$ cat config.mk
export PLATFORM = sky130hd
export DESIGN_NAME = display_scan_ctrl_flat
export DESIGN_NICKNAME = d
export VERILOG_FILES = /design/src/rtl/display_scan_ctrl_if.sv /design/src/rtl/display_scan_ctrl.sv /design/src/flat_wrapper.sv
export SDC_FILE = /design/constraint.sdc
export NUM_CORES = 1
export LEC_CHECK = 0
export CAP_MARGIN = 30
export CORE_MARGIN = 3
export CORE_UTILIZATION = 35
export CTS_BUF_LIST = sky130_fd_sc_hd__clkbuf_8
export CTS_CLUSTER_DIAMETER = 150
export DETAILED_ROUTE_END_ITERATION = 16
export GPL_TIMING_DRIVEN = 0
export PLACE_DENSITY = 0.69
export SKIP_LAST_GASP = 1
export SLEW_MARGIN = 25
export SYNTH_ARGS = -nofsm -noshare
export SYNTH_HDL_FRONTEND = slang
export SYNTH_SLANG_ARGS = --single-unit
$ cat constraint.sdc
create_clock -name clk -period 1.8 [get_ports clk]
set_clock_uncertainty 0.1 [all_clocks]
set_input_delay 0.27 -clock clk [delete_from_list [all_inputs] [get_ports clk]]
set_output_delay 0.27 -clock clk [all_outputs]
set_load 0.03 [all_outputs]
$ cat src/rtl/display_scan_ctrl_if.sv
`default_nettype none
`timescale 1ns/1ps
// ============================================================================
// display_scan_ctrl_if : scan controller <-> display/error-mux signal bundle
// Revision: 1.0
// ============================================================================
interface display_scan_ctrl_if;
   logic [15:0] time_digits;
   logic        err_set;
   logic        err_clr;
   logic [3:0]  err_code;
   logic [1:0]  digit_sel;
   logic [3:0]  digit_code;
   logic [3:0]  anode_n;
   logic        dp_n;
   logic        err_active;

   modport slave (
      input  time_digits, err_set, err_clr, err_code,
      output digit_sel, digit_code, anode_n, dp_n, err_active
   );

   modport master (
      output time_digits, err_set, err_clr, err_code,
      input  digit_sel, digit_code, anode_n, dp_n, err_active
   );
endinterface
`default_nettype wire

$ cat src/rtl/display_scan_ctrl.sv
`default_nettype none
`timescale 1ns/1ps
// ============================================================================
// display_scan_ctrl : 4-digit time-multiplexed scan with latched, blinking
//                     error display
// Revision: 1.0
// ============================================================================
module display_scan_ctrl #(
   parameter int REFRESH_DIV = 50000,
   parameter int BLINK_SCANS = 64
) (
   input  wire                  clk,
   input  wire                  rst_n,
   display_scan_ctrl_if.slave   scan_if
);

   localparam int PS_W = $clog2(REFRESH_DIV);
   localparam int FR_W = (BLINK_SCANS > 1) ? $clog2(BLINK_SCANS) : 1;
   localparam logic [PS_W-1:0] PS_LAST = PS_W'(REFRESH_DIV - 1);
   localparam logic [FR_W-1:0] FR_LAST = FR_W'(BLINK_SCANS - 1);

   localparam logic [0:0] S_NORMAL = 1'b0;
   localparam logic [0:0] S_ERROR  = 1'b1;

   logic [PS_W-1:0] r_prescaler;
   logic [1:0]      r_digit_sel;
   logic [FR_W-1:0] r_frame_cnt;
   logic            r_blink_on;
   logic [0:0]      r_state;
   logic [3:0]      r_digit_code;
   logic [3:0]      r_anode_n;
   logic            r_dp_n;

   logic            w_tick;
   logic            w_wrap;
   logic            w_err_active;
   logic [3:0]      w_live_nib;
   logic [3:0]      w_anode_sel_n;

   assign w_tick       = (r_prescaler == PS_LAST);
   assign w_wrap       = w_tick && (r_digit_sel == 2'd3);
   assign w_err_active = (r_state == S_ERROR);

   always_comb begin
      w_live_nib    = scan_if.time_digits[3:0];
      w_anode_sel_n = 4'b1110;
      case (r_digit_sel)
         2'd0: begin w_live_nib = scan_if.time_digits[3:0];   w_anode_sel_n = 4'b1110; end
         2'd1: begin w_live_nib = scan_if.time_digits[7:4];   w_anode_sel_n = 4'b1101; end
         2'd2: begin w_live_nib = scan_if.time_digits[11:8];  w_anode_sel_n = 4'b1011; end
         default: begin w_live_nib = scan_if.time_digits[15:12]; w_anode_sel_n = 4'b0111; end
      endcase
   end

   always_ff @(posedge clk or negedge rst_n) begin
      if (!rst_n) begin
         r_prescaler <= '0;
         r_digit_sel <= 2'd0;
      end else if (w_tick) begin
         r_prescaler <= '0;
         r_digit_sel <= r_digit_sel + 2'd1;
      end else begin
         r_prescaler <= r_prescaler + 1'b1;
      end
   end

   // err_set has priority over err_clr and over the scan-wrap blink update
   always_ff @(posedge clk or negedge rst_n) begin
      if (!rst_n) begin
         r_state     <= S_NORMAL;
         r_frame_cnt <= '0;
         r_blink_on  <= 1'b1;
      end else if (scan_if.err_set) begin
         r_state     <= S_ERROR;
         r_frame_cnt <= '0;
         r_blink_on  <= 1'b1;
      end else if (r_state == S_ERROR) begin
         if (scan_if.err_clr) begin
            r_state <= S_NORMAL;
         end else if (w_wrap) begin
            if (r_frame_cnt == FR_LAST) begin
               r_frame_cnt <= '0;
               r_blink_on  <= ~r_blink_on;
            end else begin
               r_frame_cnt <= r_frame_cnt + 1'b1;
            end
         end
      end
   end

   always_ff @(posedge clk or negedge rst_n) begin
      if (!rst_n) begin
         r_digit_code <= 4'h0;
         r_anode_n    <= 4'b1111;
         r_dp_n       <= 1'b1;
      end else begin
         r_digit_code <= w_err_active ? scan_if.err_code : w_live_nib;
         r_anode_n    <= (w_err_active && !r_blink_on) ? 4'b1111 : w_anode_sel_n;
         r_dp_n       <= !((r_digit_sel == 2'd2) && !w_err_active);
      end
   end

   assign scan_if.digit_sel  = r_digit_sel;
   assign scan_if.digit_code = r_digit_code;
   assign scan_if.anode_n    = r_anode_n;
   assign scan_if.dp_n       = r_dp_n;
   assign scan_if.err_active = w_err_active;

endmodule
`default_nettype wire

$ cat src/flat_wrapper.sv
// flat-port wrapper written by rule: the top's interface ports become plain ports
module display_scan_ctrl_flat 
#(
   parameter int REFRESH_DIV = 50000,
   parameter int BLINK_SCANS = 64
)
  (clk, rst_n, scan_if_time_digits, scan_if_err_set, scan_if_err_clr, scan_if_err_code, scan_if_digit_sel, scan_if_digit_code, scan_if_anode_n, scan_if_dp_n, scan_if_err_active);
  display_scan_ctrl_if scan_if_i ();
  input  wire clk;
  input  wire rst_n;
  input wire logic [$bits(scan_if_i.time_digits)-1:0] scan_if_time_digits;
  input wire logic [$bits(scan_if_i.err_set)-1:0] scan_if_err_set;
  input wire logic [$bits(scan_if_i.err_clr)-1:0] scan_if_err_clr;
  input wire logic [$bits(scan_if_i.err_code)-1:0] scan_if_err_code;
  output wire logic [$bits(scan_if_i.digit_sel)-1:0] scan_if_digit_sel;
  output wire logic [$bits(scan_if_i.digit_code)-1:0] scan_if_digit_code;
  output wire logic [$bits(scan_if_i.anode_n)-1:0] scan_if_anode_n;
  output wire logic [$bits(scan_if_i.dp_n)-1:0] scan_if_dp_n;
  output wire logic [$bits(scan_if_i.err_active)-1:0] scan_if_err_active;
  assign scan_if_i.time_digits = scan_if_time_digits;
  assign scan_if_i.err_set = scan_if_err_set;
  assign scan_if_i.err_clr = scan_if_err_clr;
  assign scan_if_i.err_code = scan_if_err_code;
  assign scan_if_digit_sel = scan_if_i.digit_sel;
  assign scan_if_digit_code = scan_if_i.digit_code;
  assign scan_if_anode_n = scan_if_i.anode_n;
  assign scan_if_dp_n = scan_if_i.dp_n;
  assign scan_if_err_active = scan_if_i.err_active;
  display_scan_ctrl #(.REFRESH_DIV(REFRESH_DIV), .BLINK_SCANS(BLINK_SCANS)) u_core (.clk(clk), .rst_n(rst_n), .scan_if(scan_if_i));
endmodule
==> results of run 1 <==
==> final timing paths <==
path / cells after the start / slack (ps) / endpoint / startpoint
worst max-delay path: 4 / -50 / u_core.r_frame_cnt[3] / u_core.r_prescaler[10]
worst min-delay path: 2 / 270 / u_core.scan_if.digit_code[1] / rst_n
worst max register to register: 4 / -50 / u_core.r_frame_cnt[3] / u_core.r_prescaler[10]
worst min register to register: 1 / 390 / u_core.r_prescaler[15] / u_core.r_prescaler[15]
max in group asynchronous: 3 / 850 / u_core.r_blink_on / rst_n
min in group clk: 2 / 280 / u_core.r_frame_cnt[3] / scan_if_err_set
==> power by group <==
group / internal, mW / switching (mW)
clock: 0.412 / 0.307
sequential: 0.796 / 0.00365
combinational: 0.0729 / 0.0591
==> timing repair <==
action / 4_1_cts / 5_1_grt
gates resized for setup: 15 / 15
buffers inserted: 3 / 2
cloned: 0 / 0
hold buffers: 1 / 0
pin swaps: 4 / 6
endpoints found under the setup margin: 14 / 10
hold endpoints to repair: 9 / 0
==> kinds of logic after synthesis <==
group / after synthesis
XOR/XNOR: 13
adder cells (fa/ha/maj): 7
multiplexers: 1
flip-flops: 35
AO/OA/AOI/OAI: 31
AND/OR/NAND/NOR: 62
buffers and inverters: 13
==> cell usage after synthesis (all sizes together) (4+ instances only) <==
cell type  count
dfrtp         29
nand2         15
nor2          11
a21oi          8
inv            8
xnor2          8
ha             7
dfstp          6
nand3          6
o21ai          6
nand4          5
xor2           5
a21o           4
a222oi         4
and3           4
nor4           4
==> cell type report <==
cell class	count	area (um2)
Fill cell	396	2143
Sequential cell	35	890.9
Multi-Input combinational cell	114	845.8
Timing Repair Buffer	41	399.1
Tap cell	65	81.33
Clock buffer	5	68.82
Clock inverter	3	43.79
Buffer	5	31.28
Inverter	8	30.03
==> sequential cells by signal, indices dropped and copies added (netlist names) <==
register and flops:
u_core.scan_if.anode_n 4, u_core.r_frame_cnt 6, u_core.scan_if.digit_sel 2, u_core.r_blink_on 1, u_core.r_prescaler 16, u_core.scan_if.digit_code 4, u_core.scan_if.err_active 1, u_core.scan_if.dp_n 1
==> stage by stage <==
stage,TNS (ps),util (%)
after detailed placement,-1083,47.60
after global placement,-12600,47.27
final,-167.7,52.73
after floorplan,0,-
after global routing,-564.5,52.73
after CTS,-211.4,51.43
==> critical path: cells and delay by family, from the launching register on <==
| family | cells | cell delay [ps] |
|---|---|---|
| AND/OR/NAND/NOR | 3 | 1110 |
| AO/OA/AOI/OAI | 1 | 120 |
| flip-flops | 1 | 450 |
==> routing by layer <==
metal  vias up  share of wire, %
met3         5               6.2
met4         0               1.7
met2        41                44
met1       665                48
li1        680                 -
met5         -                 0
==> summary.md, run 1 <==
| Metric | Value |
|---|---|
| Run status | `finished with violations` |
| Failing checks | `setup timing` |
| Port Buffers | `34` |
| Largest net degree at the start of global routing | `27` |
| Final setup vio count | `5` |
| Vias in the first global route | `between 1,000 and 1,500` |
| Starting Density | `37.97%` |
| Pleak | `1.008 nW` |
| DR WL/cell | `13.71 um` |
| CP Launch Type | `flop` |
| Core area | `4534 um2` |
| Top cell type's share of synthesized area | `42.15%` |
| Synth unique cells | `35` |
| Gr usage total | `approximately 14%` |
| Cell count after placement | `262` |
| Die ar. | `slightly below 6000 um2` |
| CP max-delay cell | `or4b_1` |
| Max Root-Sink Buffers | `2` |
| Post-synthesis mux area share | `0.5814%` |
| Clk_lat worst skew | `290 ps` |
| Crit. End Element | `flop` |
| # DRC | `0` |
| Critical Path AT | `between 1500 and 2000 ps` |
| Final-report max-slew violation count | `0` |
| CTS Buf Count | `5` |
| Critical Path RT | `1920 ps` |
| Clock root cell | `clkbuf_8` |
| DRT antenna net count | `0` |
| Clock transition at the registers of the reported paths | `about 80 ps` |
| Die span in x | `76.14 um` |
| First-pass GRT wire length | `6437 um` |
| DRT Wirelength | `between 3000 and 4000 um` |
| Total power | `1.650 mW` |
| Maximum vdd drop | `318.7 uV` |
| Critical path class | `flop to flop` |
| Async set-reset flop share out of synthesis | `100.0%` |
| Std cell rows | `24` |
| GR Util met3 | `5.083%` |
| Commonest non-fill, non-tap cells in the layout | `27 x clkdlybuf4s50_1, 23 x dfrtp_1, 15 x nand2_1` |
| Worst relative slew slack | `69.75%` |
| Htree depth | `2` |
| Area grow syn2layout | `38.88%` |
| Initial antenna violation count | `0` |
| Synthesis warning total | `0` |
| Synth Area in XOR/XNOR | `6.613%` |
| Syn Area/Cell | `10.63 um2` |
| Cell taking the most area after synthesis | `dfrtp_1` |
| Pwr per Cell Area | `690.2 nW/um2` |
| Worst-Margin Slew | `roughly 450 ps` |
| Vias | `1,391` |
| Gpl congestion | `0.7946` |
| Unrepaired setup endpoints after global routing | `true` |
| Net count after synthesis | `193` |
| Design area | `2391 um2` |
| GRT Max-Usage Layer | `met2` |
| Max-Cap Viols | `0` |
| Grt ovf | `0` |
| Fin crit period | `1847 ps` |
| Met2 Track Usage GR | `between 20 and 25%` |
| Pre-CTS setup slack | `-236.0 ps` |
| Post-Syn Area | `1722 um2` |
| Highest clock rate | `between 500 and 600 MHz` |
| Crit path largest cell delay | `570 ps` |
| Initial drt markers | `47` |
| CTS Sinks | `35` |
| Top Ports | `36` |
| Critical path fanouts, max | `7` |
| Post-Synth Adder-Cell Area | `5.087%` |
| Final worst-path cycle share | `102.6%` |
| Synth Area in Compound Gates | `12.28%` |
| Top_reg_cell synth | `dfrtp_1` |
| GR Util met1 | `17.73%` |
| Syn Inst Count | `162` |
| Largest family of logic cells by synthesized area | `simple AND/OR/NAND/NOR gates` |
| Via/cell ratio | `5.040` |
| Placed Area | `2158 um2` |
| Register area share after synthesis | `51.31%` |
| Synth Area in Simple Gates | `21.15%` |
| CTS tree | `done` |
| Share of cells above drive strength 1 | `roughly a fifth` |
| Seq cells post-synth | `35` |
| Diode count | `0` |
| Critical Path, Cell by Cell | `and4bb_2 -> nand4_4 -> or4b_1 -> a21oi_2` |
| Final Non-Filler Cells | `between 200 and 300` |
| EDFF count, synth | `0` |
| Setup ws final | `-46.68 ps` |
| Final nets | `241` |
| Worst hold slack | `267.4 ps` |
| Final hold vios | `0` |
| Synth area leaders | `dfrtp_1 42%, dfstp_2 9.2%, ha_1 5.1%, xnor2_1 4.1%, nand2_1 3.3%` |
| HP Class | `primary input to async pin` |
| DP HPWL | `2641 um` |
| Commonest non-fill, non-tap cell in the layout | `clkdlybuf4s50_1` |
| Die Y | `76.14 um` |
| 1st-pass router iterations | `4` |
No activity file was read; power rests on OpenSTA's default activity.
==> run 2, diff against run 1 <==
Settings changed: CORE_UTILIZATION 35 to 49, PLACE_DENSITY 0.69 to 0.85.
Clock period 1.8 ns to 2.1 ns, I/O delays scaled along.
==> summary.md, run 2 (synthesis gave the netlist of run 1 again) <==
| Metric | Value |
|---|---|
| P_int | `approximately 1.0 mW` |
| Top Ports | `36` |
| Total power | `1.311 mW` |
| Area grow syn2layout | `30.81%` |
| Htree depth | `2` |
| Max Root-Sink Buffers | `2` |
| Max-Cap Viols | `0` |
| Setup ws final | `93.11 ps` |
| Final hold vios | `0` |
| Largest net degree at the start of global routing | `34` |
| Pre-CTS setup slack | `between 90 and 100 ps` |
| Maximum vdd drop | `approximately 400 uV` |
| Die span in x | `65.28 um` |
| Die ar. | `4261 um2` |
| Clock root cell | `clkbuf_8` |
| CTS Sinks | `35` |
| Pleak | `0.9662 nW` |
| CTS Buf Count | `5` |
| Largest regs | `u_core.r_prescaler: 16 flops, u_core.r_frame_cnt: 6 flops` |
| Worst-Margin Slew | `~500 ps` |
| First-pass GRT wire length | `6417 um` |
| Die Y | `65.28 um` |
| Unrepaired setup endpoints after global routing | `false` |
| Share of cells above drive strength 1 | `between 10% and 20%` |
| Final-report max-slew violation count | `0` |
| Gr usage total | `19.24%` |
| Commonest non-fill, non-tap cells in the layout | `33 x clkdlybuf4s50_1, 29 x dfrtp_1, 15 x nand2_1` |
| Design area | `approximately 2300 um2` |
| Critical path class | `flop to flop` |
| Biggest register | `u_core.r_prescaler` |
| Power share of the clock group | `39.0%` |
| Initial antenna violation count | `0` |
| Seq pwr share | `~52%` |
| Port Buffers | `34` |
| Vias in the first global route | `1,445` |
| Commonest non-fill, non-tap cell in the layout | `clkdlybuf4s50_1` |
| Vias | `1,421` |
| Final setup vio count | `0` |
| CP Launch Type | `flop` |
| Std cell rows | `20` |
| Fin crit period | `approximately 2000 ps` |
| Placed Area | `2132 um2` |
| Initial drt markers | `106` |
| Flip-flop count of the largest register after layout | `16` |
| Final worst-path cycle share | `95.57%` |
| Net Switching | `between 0.2 and 0.3 mW` |
| DRT antenna net count | `0` |
| Gpl congestion | `0.7915` |
| DR WL/cell | `14.80 um` |
| Critical path fanouts, max | `10` |
| Final nets | `~240` |
| Clk_lat worst skew | `around 280 ps` |
| Via/cell ratio | `5.684` |
| Worst relative slew slack | `66.21%` |
| Comb pwr share | `between 8 and 9%` |
| DP HPWL | `about 2800 um` |
| HP Class | `primary input to async pin` |
| Starting Density | `53.75%` |
| Critical Path AT | `2050 ps` |
| Grt ovf | `0` |
| Pwr per Cell Area | `582.2 nW/um2` |
| DRT Wirelength | `approximately 3700 um` |
| Diode count | `0` |
| CTS tree | `done` |
| Core area | `between 3000 and 4000 um2` |
| Critical Path RT | `roughly 2100 ps` |
| Run status | `completed` |
| Highest clock rate | `498.3 MHz` |
| Crit. End Element | `flop` |
| Clock transition at the registers of the reported paths | `70 ps` |
| Net Sw Frac | `20.71%` |
| # DRC | `0` |
| 1st-pass router iterations | `4` |
-- run 2: final timing paths --
path / slack, ps / endpoint / from / depth (start not counted)
setup / recovery: 90 / u_core.r_frame_cnt[5] / u_core.r_prescaler[11] / 5
hold / removal: 270 / u_core.r_prescaler[7] / rst_n / 2
setup reg to reg: 90 / u_core.r_frame_cnt[5] / u_core.r_prescaler[11] / 5
hold reg to reg: 390 / u_core.r_prescaler[15] / u_core.r_prescaler[15] / 1
max in group asynchronous: 1200 / u_core.r_blink_on / rst_n / 3
min in group clk: 300 / u_core.r_frame_cnt[2] / scan_if_err_set / 2
-- run 2: worst max-delay path, cell delays in order, from the launching register on --
cell	delay, ps
dfrtp_1	470
nor4b_4	370
nand4_4	190
buf_2	220
o41ai_1	410
a21oi_1	110
-- run 2: power by group through the flow --
| stage | clock network, mW | registers [mW] | logic (mW) |
|---|---|---|---|
| 4_1_cts | 0.524 | 0.687 | 0.115 |
| 5_1_grt | 0.560 | 0.687 | 0.122 |
| 3_3_place_gp | 0 | 0.698 | 0.106 |
| 2_1_floorplan | 0 | 0.715 | 0.0169 |
| 3_5_place_dp | 0 | 0.699 | 0.113 |
| 6_report | 0.512 | 0.686 | 0.113 |
-- run 2: metrics by stage --
step	setup TNS [ps]	utilization, %	hold slack (ps)	cells
final	0	70.31	267.1	250
after CTS	0	70.00	259.5	250
after global routing	0	70.31	272.9	250
after floorplan	0	-	-80.59	162
after detailed placement	0	66.56	26.21	241
after global placement	-102.4	66.09	359.5	240
-- run 2: area by class of cell --
class / count / area (um2)
Buffer: 5 / 21.27
Clock buffer: 7 / 96.34
Clock inverter: 1 / 3.754
Fill cell: 249 / 950.9
Inverter: 8 / 30.03
Multi-Input combinational cell: 114 / 797.0
Sequential cell: 35 / 883.3
Tap cell: 44 / 55.05
Timing Repair Buffer: 36 / 365.4
-- run 2: repair_timing --
action	in CTS	in global routing
hold buffers	1	0
endpoints found under the hold margin	29	0
endpoints found under the setup margin	0	2
gates resized for setup	0	2
setup buffers	0	0
-- run 2: metal layers --
| metal | track usage [%] | vias up | routed length (um) |
|---|---|---|---|
| met3 | 4.444 | 13 | 171 |
| met4 | 9.326 | 0 | 104 |
| met1 | 21.89 | 689 | 1508 |
| met5 | 0 | - | 0 |
| met2 | 33.75 | 50 | 1917 |
| li1 | - | 669 | - |
